==> src/rtl/sipo_deser_if.sv <==
// sipo_deser_if: serial receive bus for the sipo_deser deserializer.
//   master modport : the side that drives serial bits, strobes, the consumer
//                    ready and error clear, and observes the word port/flags.
//   slave modport  : the deserializer itself.
// Signals:
//   sin, sin_en, sync    serial bit, bit strobe, word-start marker
//   dout, dout_valid     assembled word and its valid flag
//   dout_ready           consumer accept
//   overrun, frame_err   sticky error flags
//   err_clr              synchronous clear of both sticky flags
// Handshake: a word transfers on a rising edge where dout_valid=1 and
// dout_ready=1. dout_valid stays high and dout stays stable until that edge;
// dout_ready has no effect while dout_valid=0.
interface sipo_deser_if #(
    parameter int WIDTH = 4
);
    logic             sin;
    logic             sin_en;
    logic             sync;
    logic [WIDTH-1:0] dout;
    logic             dout_valid;
    logic             dout_ready;
    logic             overrun;
    logic             frame_err;
    logic             err_clr;

    modport master (
        output sin, sin_en, sync, dout_ready, err_clr,
        input  dout, dout_valid, overrun, frame_err
    );

    modport slave (
        input  sin, sin_en, sync, dout_ready, err_clr,
        output dout, dout_valid, overrun, frame_err
    );
endinterface

==> src/rtl/sipo_deser.sv <==
// sipo_deser: serial-in, parallel-out deserializer for the receive side of
// the serial link. Reassembles LSB-first WIDTH-bit words framed by a sync
// strobe and presents them on a valid/ready word port.
// Ports:
//   clk        rising-edge clock
//   clr_n      asynchronous active-low reset
//   bus        sipo_deser_if.slave (serial input, word output, flags)
//   state_dbg  receiver state: 0 = HUNT (waiting for sync), 1 = RECV
// Parameters:
//   WIDTH   word width (>= 2)
//   RESYNC  0: words follow back to back after the first sync;
//           1: every word needs its own sync
module sipo_deser #(
    parameter int WIDTH  = 4,
    parameter bit RESYNC = 1'b0
) (
    input  logic        clk,
    input  logic        clr_n,
    sipo_deser_if.slave bus,
    output logic        state_dbg
);

    localparam int             CW   = $clog2(WIDTH);
    localparam logic [CW-1:0]  LAST = CW'(WIDTH - 1);
    localparam logic [CW-1:0]  ONE  = CW'(1);

    typedef enum logic {
        HUNT = 1'b0,
        RECV = 1'b1
    } state_t;

    state_t           state_q, state_d;
    logic [CW-1:0]    cnt_q, cnt_d;
    logic [WIDTH-1:0] sr_q, sr_d;
    logic [WIDTH-1:0] dout_q, dout_d;
    logic             valid_q, valid_d;
    logic             ovr_q, ovr_d;
    logic             ferr_q, ferr_d;

    logic             word_done;
    logic             frame_evt;
    logic             ovr_evt;
    logic [WIDTH-1:0] shifted;

    // Incoming bit enters at the top so the first bit received ends in bit 0.
    assign shifted = {bus.sin, sr_q[WIDTH-1:1]};

    // State register (plus datapath registers).
    always_ff @(posedge clk or negedge clr_n) begin
        if (!clr_n) begin
            state_q <= HUNT;
            cnt_q   <= '0;
            sr_q    <= '0;
            dout_q  <= '0;
            valid_q <= 1'b0;
            ovr_q   <= 1'b0;
            ferr_q  <= 1'b0;
        end else begin
            state_q <= state_d;
            cnt_q   <= cnt_d;
            sr_q    <= sr_d;
            dout_q  <= dout_d;
            valid_q <= valid_d;
            ovr_q   <= ovr_d;
            ferr_q  <= ferr_d;
        end
    end

    // Next-state logic: framing, bit counting and shifting.
    always_comb begin
        state_d   = state_q;
        cnt_d     = cnt_q;
        sr_d      = sr_q;
        word_done = 1'b0;
        frame_evt = 1'b0;
        if (bus.sin_en) begin
            case (state_q)
                HUNT: begin
                    if (bus.sync) begin
                        sr_d    = shifted;
                        cnt_d   = ONE;
                        state_d = RECV;
                    end
                end
                RECV: begin
                    sr_d = shifted;
                    if (bus.sync) begin
                        // Sync restarts the word; it beats completion if
                        // both would happen on the same bit.
                        frame_evt = (cnt_q != '0);
                        cnt_d     = ONE;
                    end else if (cnt_q == LAST) begin
                        word_done = 1'b1;
                        cnt_d     = '0;
                        if (RESYNC) begin
                            state_d = HUNT;
                        end
                    end else begin
                        cnt_d = cnt_q + 1'b1;
                    end
                end
                default: state_d = HUNT;
            endcase
        end
    end

    // Output logic: word register, valid flag and sticky errors.
    always_comb begin
        dout_d  = dout_q;
        valid_d = valid_q;
        ovr_evt = 1'b0;
        if (word_done) begin
            // A handshake on the same edge frees the slot for the new word.
            if (!valid_q || bus.dout_ready) begin
                dout_d  = shifted;
                valid_d = 1'b1;
            end else begin
                ovr_evt = 1'b1;
            end
        end else if (valid_q && bus.dout_ready) begin
            valid_d = 1'b0;
        end
        // A new error event on the clear edge wins over the clear.
        ovr_d  = ovr_evt   | (ovr_q  & ~bus.err_clr);
        ferr_d = frame_evt | (ferr_q & ~bus.err_clr);
    end

    assign bus.dout       = dout_q;
    assign bus.dout_valid = valid_q;
    assign bus.overrun    = ovr_q;
    assign bus.frame_err  = ferr_q;
    assign state_dbg      = (state_q == RECV);

endmodule

==> src/flat_wrapper.sv <==
// flat-port wrapper written by rule: the top's interface ports become plain ports
module sipo_deser_flat 
#(
    parameter int WIDTH  = 4,
    parameter bit RESYNC = 1'b0
)
  (clk, clr_n, state_dbg, bus_sin, bus_sin_en, bus_sync, bus_dout_ready, bus_err_clr, bus_dout, bus_dout_valid, bus_overrun, bus_frame_err);
  sipo_deser_if #(.WIDTH(WIDTH)) bus_i ();
  input  logic clk;
  input  logic clr_n;
  output logic state_dbg;
  input wire logic [$bits(bus_i.sin)-1:0] bus_sin;
  input wire logic [$bits(bus_i.sin_en)-1:0] bus_sin_en;
  input wire logic [$bits(bus_i.sync)-1:0] bus_sync;
  input wire logic [$bits(bus_i.dout_ready)-1:0] bus_dout_ready;
  input wire logic [$bits(bus_i.err_clr)-1:0] bus_err_clr;
  output wire logic [$bits(bus_i.dout)-1:0] bus_dout;
  output wire logic [$bits(bus_i.dout_valid)-1:0] bus_dout_valid;
  output wire logic [$bits(bus_i.overrun)-1:0] bus_overrun;
  output wire logic [$bits(bus_i.frame_err)-1:0] bus_frame_err;
  assign bus_i.sin = bus_sin;
  assign bus_i.sin_en = bus_sin_en;
  assign bus_i.sync = bus_sync;
  assign bus_i.dout_ready = bus_dout_ready;
  assign bus_i.err_clr = bus_err_clr;
  assign bus_dout = bus_i.dout;
  assign bus_dout_valid = bus_i.dout_valid;
  assign bus_overrun = bus_i.overrun;
  assign bus_frame_err = bus_i.frame_err;
  sipo_deser #(.WIDTH(WIDTH), .RESYNC(RESYNC)) u_core (.clk(clk), .clr_n(clr_n), .bus(bus_i), .state_dbg(state_dbg));
endmodule
==> config.mk <==
export PLATFORM = sky130hd
export DESIGN_NAME = sipo_deser_flat
export DESIGN_NICKNAME = d
export VERILOG_FILES = /design/src/rtl/sipo_deser_if.sv /design/src/rtl/sipo_deser.sv /design/src/flat_wrapper.sv
export SDC_FILE = /design/constraint.sdc
export NUM_CORES = 1
export LEC_CHECK = 0
export ABC_AREA = 1
export CAP_MARGIN = 20
export CORE_MARGIN = 2
export CORE_UTILIZATION = 30
export CTS_BUF_LIST = sky130_fd_sc_hd__clkbuf_16
export CTS_CLUSTER_SIZE = 25
export DETAILED_ROUTE_END_ITERATION = 10
export PLACE_DENSITY_LB_ADDON = 0.25
export SYNTH_ARGS = -nofsm -noshare
export SYNTH_HDL_FRONTEND = slang
export SYNTH_SLANG_ARGS = --single-unit
==> constraint.sdc <==
create_clock -name clk -period 1.19 [get_ports clk]
set_input_delay 0.238 -clock clk [delete_from_list [all_inputs] [get_ports clk]]
set_output_delay 0.238 -clock clk [all_outputs]
set_load 0.005 [all_outputs]
# Word-level counts from Yosys, hierarchy flattened

Index checks and enable logic that the tools add are counted.

Register bits: 14
Latch bits: 0
Bits in writable memories: 0
Bits in read-only memories: 0
Input port bits: 7
Output and inout port bits: 8
Logic and storage cells: 45
Memories: 0

$add $sub $neg: 1
$mul: 0
Div/mod/pow operators: 0
$lt $le $gt $ge: 0
Equal/unequal tests: 3
Shifts and indexed selects: 0
Muxes and demuxes: 20
Bitwise logic cells: 6
Reduce and logical (&&, ||, !) cells: 8

Operator list:

| operator            | number |
|---|---|
| $mux 1              | 14 |
| $pmux 4 s2          | 1 |
| $mux 2              | 3 |
| $reduce_and 2->1    | 3 |
| $mux 4              | 1 |
| $ne 2x2->1 const B  | 2 |
| $pmux 2 s2          | 1 |
| $reduce_bool 2->1   | 2 |
| $add 2x1->2 const B | 1 |
| $and 1x1->1         | 2 |
| $eq 2x2->1 const B  | 1 |
| $not 1->1           | 2 |
| $or 1x1->1          | 2 |
| $logic_and 1x1->1   | 1 |
| $logic_not 1->1     | 1 |
| $logic_or 1x1->1    | 1 |

# Depth between registers and ports, before layout

Gate-level depths: netlist (run 1).

Word-level depth: 7
Depth in mapped cells: 6
Depth with buffers taken out: 6

# Worst setup path after synthesis (run 1)

OpenSTA, ideal clock, no wires.

Path kind: register to register
Start: register u_core.cnt_q[0]
End: register u_core.dout_q[0] (netlist: u_core.bus.dout[0])
Setup time: 117 ps
Arrival time: 876 ps
Required time: 1073 ps
Setup slack: 197 ps
Cell stages (with the launch flop): 7
Path buffers: 0
Clock period less this slack: 993 ps
Path through: dfrtp_1 > ha_1 > inv_1 > nor2_2 > nand3_4 > nand2_1 > nand2_1

Longest elaborated chain between the ends: 6

RTL lines:

| what                              | line             | RTL |
|---|---|---|
| start: declaration                | sipo_deser.sv:33 | `logic [CW-1:0] cnt_q, cnt_d;` |
| start signal: assignment          | sipo_deser.sv:60 | `cnt_q <= cnt_d;` |
| $eq 2x2->1                        | sipo_deser.sv:92 | `end else if (cnt_q == LAST) begin` |
| $mux 1                            | sipo_deser.sv:92 |  |
| $mux 1                            | sipo_deser.sv:87 | `if (bus.sync) begin` |
| $mux 1                            | sipo_deser.sv:77 | `case (state_q)` |
| $mux 1                            | sipo_deser.sv:76 | `if (bus.sin_en) begin` |
| $reduce_and 2->1 (no source line) | -                |  |
| end signal: assignment            | sipo_deser.sv:62 | `dout_q <= dout_d;` |
| end: declaration                  | sipo_deser.sv:35 | `logic [WIDTH-1:0] dout_q, dout_d;` |

Every way passes these cells.
A chain may end at the register's enable or synchronous reset.

# Worst setup path in the final report (run 1)

Start: register u_core.dout_q[1] (netlist: u_core.bus.dout[1])
End: output port bus_dout[1]

RTL lines:

| what             | line               | RTL |
|---|---|---|
| end: declaration | flat_wrapper.sv:17 | `output wire logic [$bits(bus_i.dout)-1:0] bus_dout;` |

No word-level cell between the ends.

==> flow_metrics.py, run 1 <==
metrics = {
    "pwr": {
        "vdd_drop_max_v": 0.001066,
        "powerDensity_nw_per_um2": 1616,
        "power.static_leakage_nw": 0.4765,
    },
    "drt": {
        "postRouteWirelength_um": 1101,
        "drc": 0,
        "detail_route.iter0.violations": 3,
        "vias": 483,
        "iteration_count_of_the_initial_detailed_routing_pass": 3,
        "remaining_number_of_nets_flagged_by_the_antenna_check_after_routing": 0,
        "vias_per_cell": 4.128,
        "routed_wire_length_per_instance_um": 9.410,
    },
    "final_layout": {
        "final-seq-area_um2": 325.3,
        "area_of_combinational_cells_with_multiple_inputs_um2": 246.5,
        "ant_diodes": 0,
        "area_delta_synth_final_pct": 48.56,
        "utilization": 0.4652,
        "nNetsFinal": 100,
        "post_route_cells_drive_above_1_share": 0.2222,
        "fillCellCount": 191,
    },
    "yosys": {
        "syn_area_per_cell_um2": 9.355,
        "synthFlopType": "dfrtp_1",
        "synth-edff-count": 0,
        "yosys-top-cells-area": "dfrtp_1, nand2_1, nand3_1",
        "yosysMostFrequentCell": "nand2_1",
        "synth_seq_cells": 13,
        "synth_cell_type_count": 15,
        "synthCells": 65,
        "yosys.area.top_type_share": 0.5350,
        "synthDominantAreaCellType": "dfrtp_1",
        "synth_fp_nets": 74,
        "mappedNetlistArea_um2": 608.1,
        "synth_commonest_cells": "nand2_1, dfrtp_1, nand3_1, inv_1, nand2_2",
        "ys_async_sr_fraction": 1.000,
        "ys_seq_area_frac": 0.5350,
        "ys.warnings.count": 0,
    },
    "cts": {
        "clock_sinks": 13,
        "cts_root_buffer": "clkbuf_16",
        "cts-hold-fix-buffers": 0,
        "clock_latency_ps": 240,
        "path_clk_slew_ps": 40,
        "clk_path_buf_depth": 2,
        "cts_inserted_buffers": 3,
        "cts_max_level": 1,
        "cts_tree": "yes",
    },
    "timing": {
        "unrepaired_setup_endpoints_after_global_routing": "no",
        "setup_viol": 0,
        "final.setup.tns_ps": 0,
        "report.final.slew_viol_count": 0,
        "slew_headroom": 0.8731,
        "post-route-period-util": 0.9387,
        "tightestPinTransition_ps": 190.2,
        "clock-skew-final_ps": 0.9715,
        "final_hold_viol_count": 0,
        "whs_ps": 313.8,
        "min_period_ps": 1117,
        "max_frequency_ghz": 0.8953,
    },
    "global_route": {
        "maximum_number_of_pins_on_one_net_before_global_route_repair": 14,
        "grtUsageTotal": 0.1143,
        "grt_first_pass_wirelength_um": 2070,
        "grt_antenna_before_repair": 0,
        "via_count_of_the_first_global_routing_pass": 484,
        "grt_overflow_total": 0,
    },
    "worst_setup_path": {
        "timing.setup.critical_path_class": "flip-flop to output port",
        "path_buf_inv": 1,
        "crit_path_max_incr_delay_ps": 370,
        "startpoint_class_of_the_critical_path": "flip-flop",
        "worstPathCellList": "dlygate4sd2_1",
        "critPathRequiredTime_ps": 950,
        "flop_to_flop_setup_slack_ps": 110,
        "critPathSlowestCell": "dfrtp_1",
        "critical-path-top-delay-family": "flip-flops",
        "critical_path.endpoint_type": "output port",
        "timing.critical_path.arrival_ps": 880,
        "path_max_fanout": 2,
    },
    "die": {
        "site_row_count": 16,
        "ioPinCount": 15,
        "die_extent_in_x_um": 49.02,
        "design.die.area_um2": 2403,
        "core_area_um2": 1942,
        "floorplan.die.height_um": 49.02,
        "start_util": 0.3131,
    },
    "placed_design": {
        "routabilityCongestion": 0.7339,
        "placement.io_buffers": 14,
        "post_detailed_placement_half_perimeter_wirelength_um": 839.5,
    },
    "outcome": {
        "outcome": "completed",
    },
    "hold_path": {
        "timing.hold.worst.class": "input pin to asynchronous set/reset pin",
    },
    "job": {
        "max_cap_violations": 0,
    },
}
[metrics by stage]
| step | worst slack [ps] | total power [mW] | instances | area (um2) |
|---|---|---|---|---|
| after global placement | -89.21 | 0.8990 | 112 | 827.0 |
| final | 73.00 | 1.460 | 117 | 903.4 |
| after CTS | 61.91 | 1.493 | 117 | 903.4 |
| after global routing | 9.327 | 1.559 | 117 | 903.4 |
| after floorplan | 196.9 | 0.7021 | 65 | 608.1 |
| after detailed placement | -107.0 | 0.9021 | 112 | 827.0 |
[path summary, 6_finish.rpt]
check | start | to | depth (start not counted)
setup / recovery | u_core.bus.dout[1] | bus_dout[1] | 1
hold / removal | clr_n | u_core.bus.overrun | 2
setup reg to reg | u_core.cnt_q[0] | u_core.bus.dout[0] | 6
hold reg to reg | u_core.bus.dout[2] | u_core.bus.dout[2] | 2
max in group asynchronous | clr_n | u_core.bus.dout[2] | 2
min in group clk | u_core.bus.dout[2] | u_core.bus.dout[2] | 2
[state kept, by name (all words and copies together), names as in the netlist]
| register | flops |
|---|---|
| u_core.sr_q | 3 |
| u_core.bus.dout | 4 |
| u_core.bus.dout_valid | 1 |
| u_core.cnt_q | 2 |
| u_core.bus.frame_err | 1 |
| u_core.state_dbg | 1 |
| u_core.bus.overrun | 1 |
[area by class of cell]
type | instances | share of cell area
Clock buffer | 3 | 0.08310
Clock inverter | 1 | 0.004155
Inverter | 9 | 0.04017
Multi-Input combinational cell | 43 | 0.2729
Sequential cell | 13 | 0.3601
Tap cell | 27 | 0.03740
Timing Repair Buffer | 21 | 0.2022
[cell usage in the layout (no fill, tap or decap), types with 2 or more instances in the layout]
| cell | Yosys | final |
|---|---|---|
| nand3_1 | 9 | 9 |
| inv_1 | 8 | 9 |
| buf_4 | 0 | 7 |
| dlygate4sd2_1 | 0 | 8 |
| ha_1 | 2 | 2 |
| nand2_1 | 21 | 21 |
| nand2_2 | 3 | 3 |
| clkbuf_16 | 0 | 3 |
| dfrtp_1 | 13 | 13 |
| clkdlybuf4s50_1 | 0 | 6 |
[logic make-up after synthesis]
group	Yosys count	synth area share
DFF	13	0.5350
and+or+nand+nor	38	0.3169
adders and majority gates	2	0.04115
buffers and inverters	9	0.05968
AOI/OAI and AO/OA	3	0.04731
[routing by layer]
metal	share of wire	GRT usage
met4	0.015	0.05714
met1	0.47	0.1417
met2	0.45	0.1667
met5	0	0
met3	0.067	0.05215
[repair_timing]
item	4_1_cts	5_1_grt
setup buffers	1	0
setup endpoints to repair	8	0
gates resized for setup	8	0
[worst register-to-register path, stage by stage (launching register included)]
cell     delay (ps)
dfrtp_1         360
ha_1            180
inv_1            50
nor2_2          160
nand3_4         100
nand2_1          80
nand2_1          40
[report_power, final]
part | switching [mW] | total, mW | internal [mW]
combinational | 0.126 | 0.269 | 0.143
clock | 0.173 | 0.615 | 0.442
sequential | 0.0463 | 0.576 | 0.530
(Power assumes the default switching activity.)
==> run 2, diff against run 1 <==
--- a/config.mk
+++ b/config.mk
@@ -16,3 +16,4 @@
 export SYNTH_ARGS = -nofsm -noshare
 export SYNTH_HDL_FRONTEND = slang
 export SYNTH_SLANG_ARGS = --single-unit
+export TNS_END_PERCENT = 50
==> results of run 2 <==
Final layout, timing and power as in run 1 (identical DEF).
==> run 3, diff against run 2 <==
--- a/config.mk
+++ b/config.mk
@@ -6,6 +6,7 @@
 export NUM_CORES = 1
 export LEC_CHECK = 0
 export ABC_AREA = 1
+export ABC_CLOCK_PERIOD_IN_PS = 1190
 export CAP_MARGIN = 20
 export CORE_MARGIN = 2
 export CORE_UTILIZATION = 30
@@ -13,6 +14,7 @@
 export CTS_CLUSTER_SIZE = 25
 export DETAILED_ROUTE_END_ITERATION = 10
 export PLACE_DENSITY_LB_ADDON = 0.25
+export SETUP_SLACK_MARGIN = 0.02
 export SYNTH_ARGS = -nofsm -noshare
 export SYNTH_HDL_FRONTEND = slang
 export SYNTH_SLANG_ARGS = --single-unit
==> constraint.sdc (replaced) <==
create_clock -name clk -period 1.19 [get_ports clk]
set_input_delay 0.238 -clock clk [delete_from_list [all_inputs] [get_ports clk]]
set_output_delay 0.238 -clock clk [all_outputs]
set_load 0.05 [all_outputs]
==> flow_metrics.py, run 3 (same netlist as run 1, synthesis figures left out) <==
metrics = {
    "outcome": {
        "outcome": "completed",
    },
    "worst_setup_path": {
        "worst-path-stages": 1,
        "critical_path.endpoint_type": "output port",
        "rr_worst_depth": 6,
        "flop_to_flop_setup_slack_ps": 120,
        "path_buf_inv": 1,
        "critPathRequiredTime_ps": 950,
        "crit-reg2reg-launch": "u_core.cnt_q[0]",
        "worstPathCellList": "buf_12",
        "reg2reg_to": "u_core.bus.dout[3]",
        "crit_path_max_incr_delay_ps": 440,
        "timing.critical_path.arrival_ps": 840,
        "path_max_fanout": 3,
        "startpoint_class_of_the_critical_path": "flip-flop",
        "worstSetupEndpoint": "state_dbg",
        "critPathSlowestCell": "dfrtp_2",
        "timing.setup.critical_path_class": "flip-flop to output port",
        "critical-path-top-delay-family": "flip-flops",
        "source_of_the_critical_timing_path": "u_core.state_dbg",
    },
    "die": {
        "core_area_um2": 1942,
        "floorplan.die.height_um": 49.02,
        "design.die.area_um2": 2403,
        "site_row_count": 16,
        "start_util": 0.3131,
        "ioPinCount": 15,
        "die_extent_in_x_um": 49.02,
    },
    "final_layout": {
        "ant_diodes": 0,
        "utilization": 0.5135,
        "flip_flop_count_of_the_largest_register_all_copies_and_words_added": 4,
        "post_route_cells_drive_above_1_share": 0.3068,
        "layout_common_cells": "nand2_1, dfrtp_1, inv_1, nand3_1, buf_12",
        "area_delta_synth_final_pct": 63.99,
        "nNetsFinal": 98,
        "layout.cells.most_common": "nand2_1",
    },
    "timing": {
        "max_frequency_ghz": 0.9248,
        "report.final.slew_viol_count": 0,
        "clock-skew-final_ps": 2.269,
        "tightestPinTransition_ps": 224.1,
        "final_hold_viol_count": 0,
        "setup_viol": 0,
        "unrepaired_setup_endpoints_after_global_routing": "no",
        "min_period_ps": 1081,
        "slew_headroom": 0.8501,
        "post-route-period-util": 0.9087,
    },
    "global_route": {
        "via_count_of_the_first_global_routing_pass": 497,
        "grtUsageTotal": 0.1203,
        "grt_overflow_total": 0,
        "grt_antenna_before_repair": 0,
        "grt_first_pass_wirelength_um": 2125,
        "maximum_number_of_pins_on_one_net_before_global_route_repair": 14,
    },
    "pwr": {
        "power.static_leakage_nw": 0.4921,
        "clkPwrFrac": 0.325,
        "seqPwrFrac": 0.322,
        "swShare": 0.3272,
        "vdd_drop_max_v": 0.001391,
        "powerDensity_nw_per_um2": 1932,
        "total_power_mw": 1.926,
        "comb_power_share": 0.353,
        "power_report.internal_total_mw": 1.296,
        "p_switching_mw": 0.6304,
    },
    "cts": {
        "path_clk_slew_ps": 40,
        "clock_latency_ps": 240,
        "cts_max_level": 1,
        "cts_root_buffer": "clkbuf_16",
        "cts_inserted_buffers": 3,
        "clock_sinks": 13,
        "clk_path_buf_depth": 2,
        "cts-hold-fix-buffers": 0,
        "cts_tree": "yes",
    },
    "drt": {
        "routed_wire_length_per_instance_um": 10.70,
        "vias_per_cell": 4.261,
        "detail_route.iter0.violations": 5,
        "drc": 0,
        "vias": 490,
        "remaining_number_of_nets_flagged_by_the_antenna_check_after_routing": 0,
        "postRouteWirelength_um": 1231,
        "iteration_count_of_the_initial_detailed_routing_pass": 4,
    },
    "hold_path": {
        "timing.hold.worst.class": "input pin to asynchronous set/reset pin",
    },
    "placed_design": {
        "routabilityCongestion": 0.7421,
        "placement.io_buffers": 14,
        "post_detailed_placement_half_perimeter_wirelength_um": 914.2,
    },
    "job": {
        "max_cap_violations": 0,
    },
}
==> run 3: timing repair <==
item | in CTS | in global routing
gates resized for setup | 0 | 1
setup buffers | 0 | 0
setup endpoints to repair | 0 | 3
==> run 3: cell type report <==
cell class / instances / area [um2]
clock inverters: 1 / 3.754
well taps: 27 / 33.78
inverters: 9 / 36.28
flip-flops and latches: 13 / 326.6
repair buffers: 19 / 270.3
fillers: 187 / 944.7
multi-input cells: 43 / 251.5
clock buffers: 3 / 75.07
==> run 3: through the flow <==
step                cell area, um2  setup TNS, ps  hold slack [ps]  setup WS [ps]  cells
finish                       997.2              0            304.0          108.7    115
global route                 997.2              0            317.8          24.31    115
CTS                          992.2              0            307.8          51.76    115
detailed placement           913.4         -713.7            508.1         -93.79    111
global placement             913.4         -570.4            493.8         -84.80    111
floorplan                    609.3              0           -57.59          76.93     65
==> run 3: metal layers <==
layer  track usage  wire [um]  vias up
li1              -          -      249
met1        0.1423        541      222
met2        0.1849        598       15
met3       0.03681         70        4
met4       0.08571         21        0
met5             0          0        -
==> run 3: power groups by stage <==
stage	Clock [mW]	Combinational, mW	Sequential [mW]
finish	0.626	0.679	0.621
global route	0.668	0.717	0.633
CTS	0.642	0.685	0.622
detailed placement	0	0.679	0.625
global placement	0	0.676	0.624
floorplan	0	0.116	0.806
==> run 3: how the worst min path moves through the flow <==
stage,start,slack [ps],depth (start not counted),to
2_1_floorplan,clr_n,-60,0,u_core.bus.dout[0]
3_3_place_gp,u_core.sr_q[2],490,2,u_core.sr_q[1]
3_5_place_dp,u_core.sr_q[1],510,2,u_core.sr_q[1]
4_1_cts,clr_n,310,2,u_core.bus.overrun
5_1_grt,clr_n,320,2,u_core.bus.overrun
6_report,clr_n,300,2,u_core.bus.frame_err
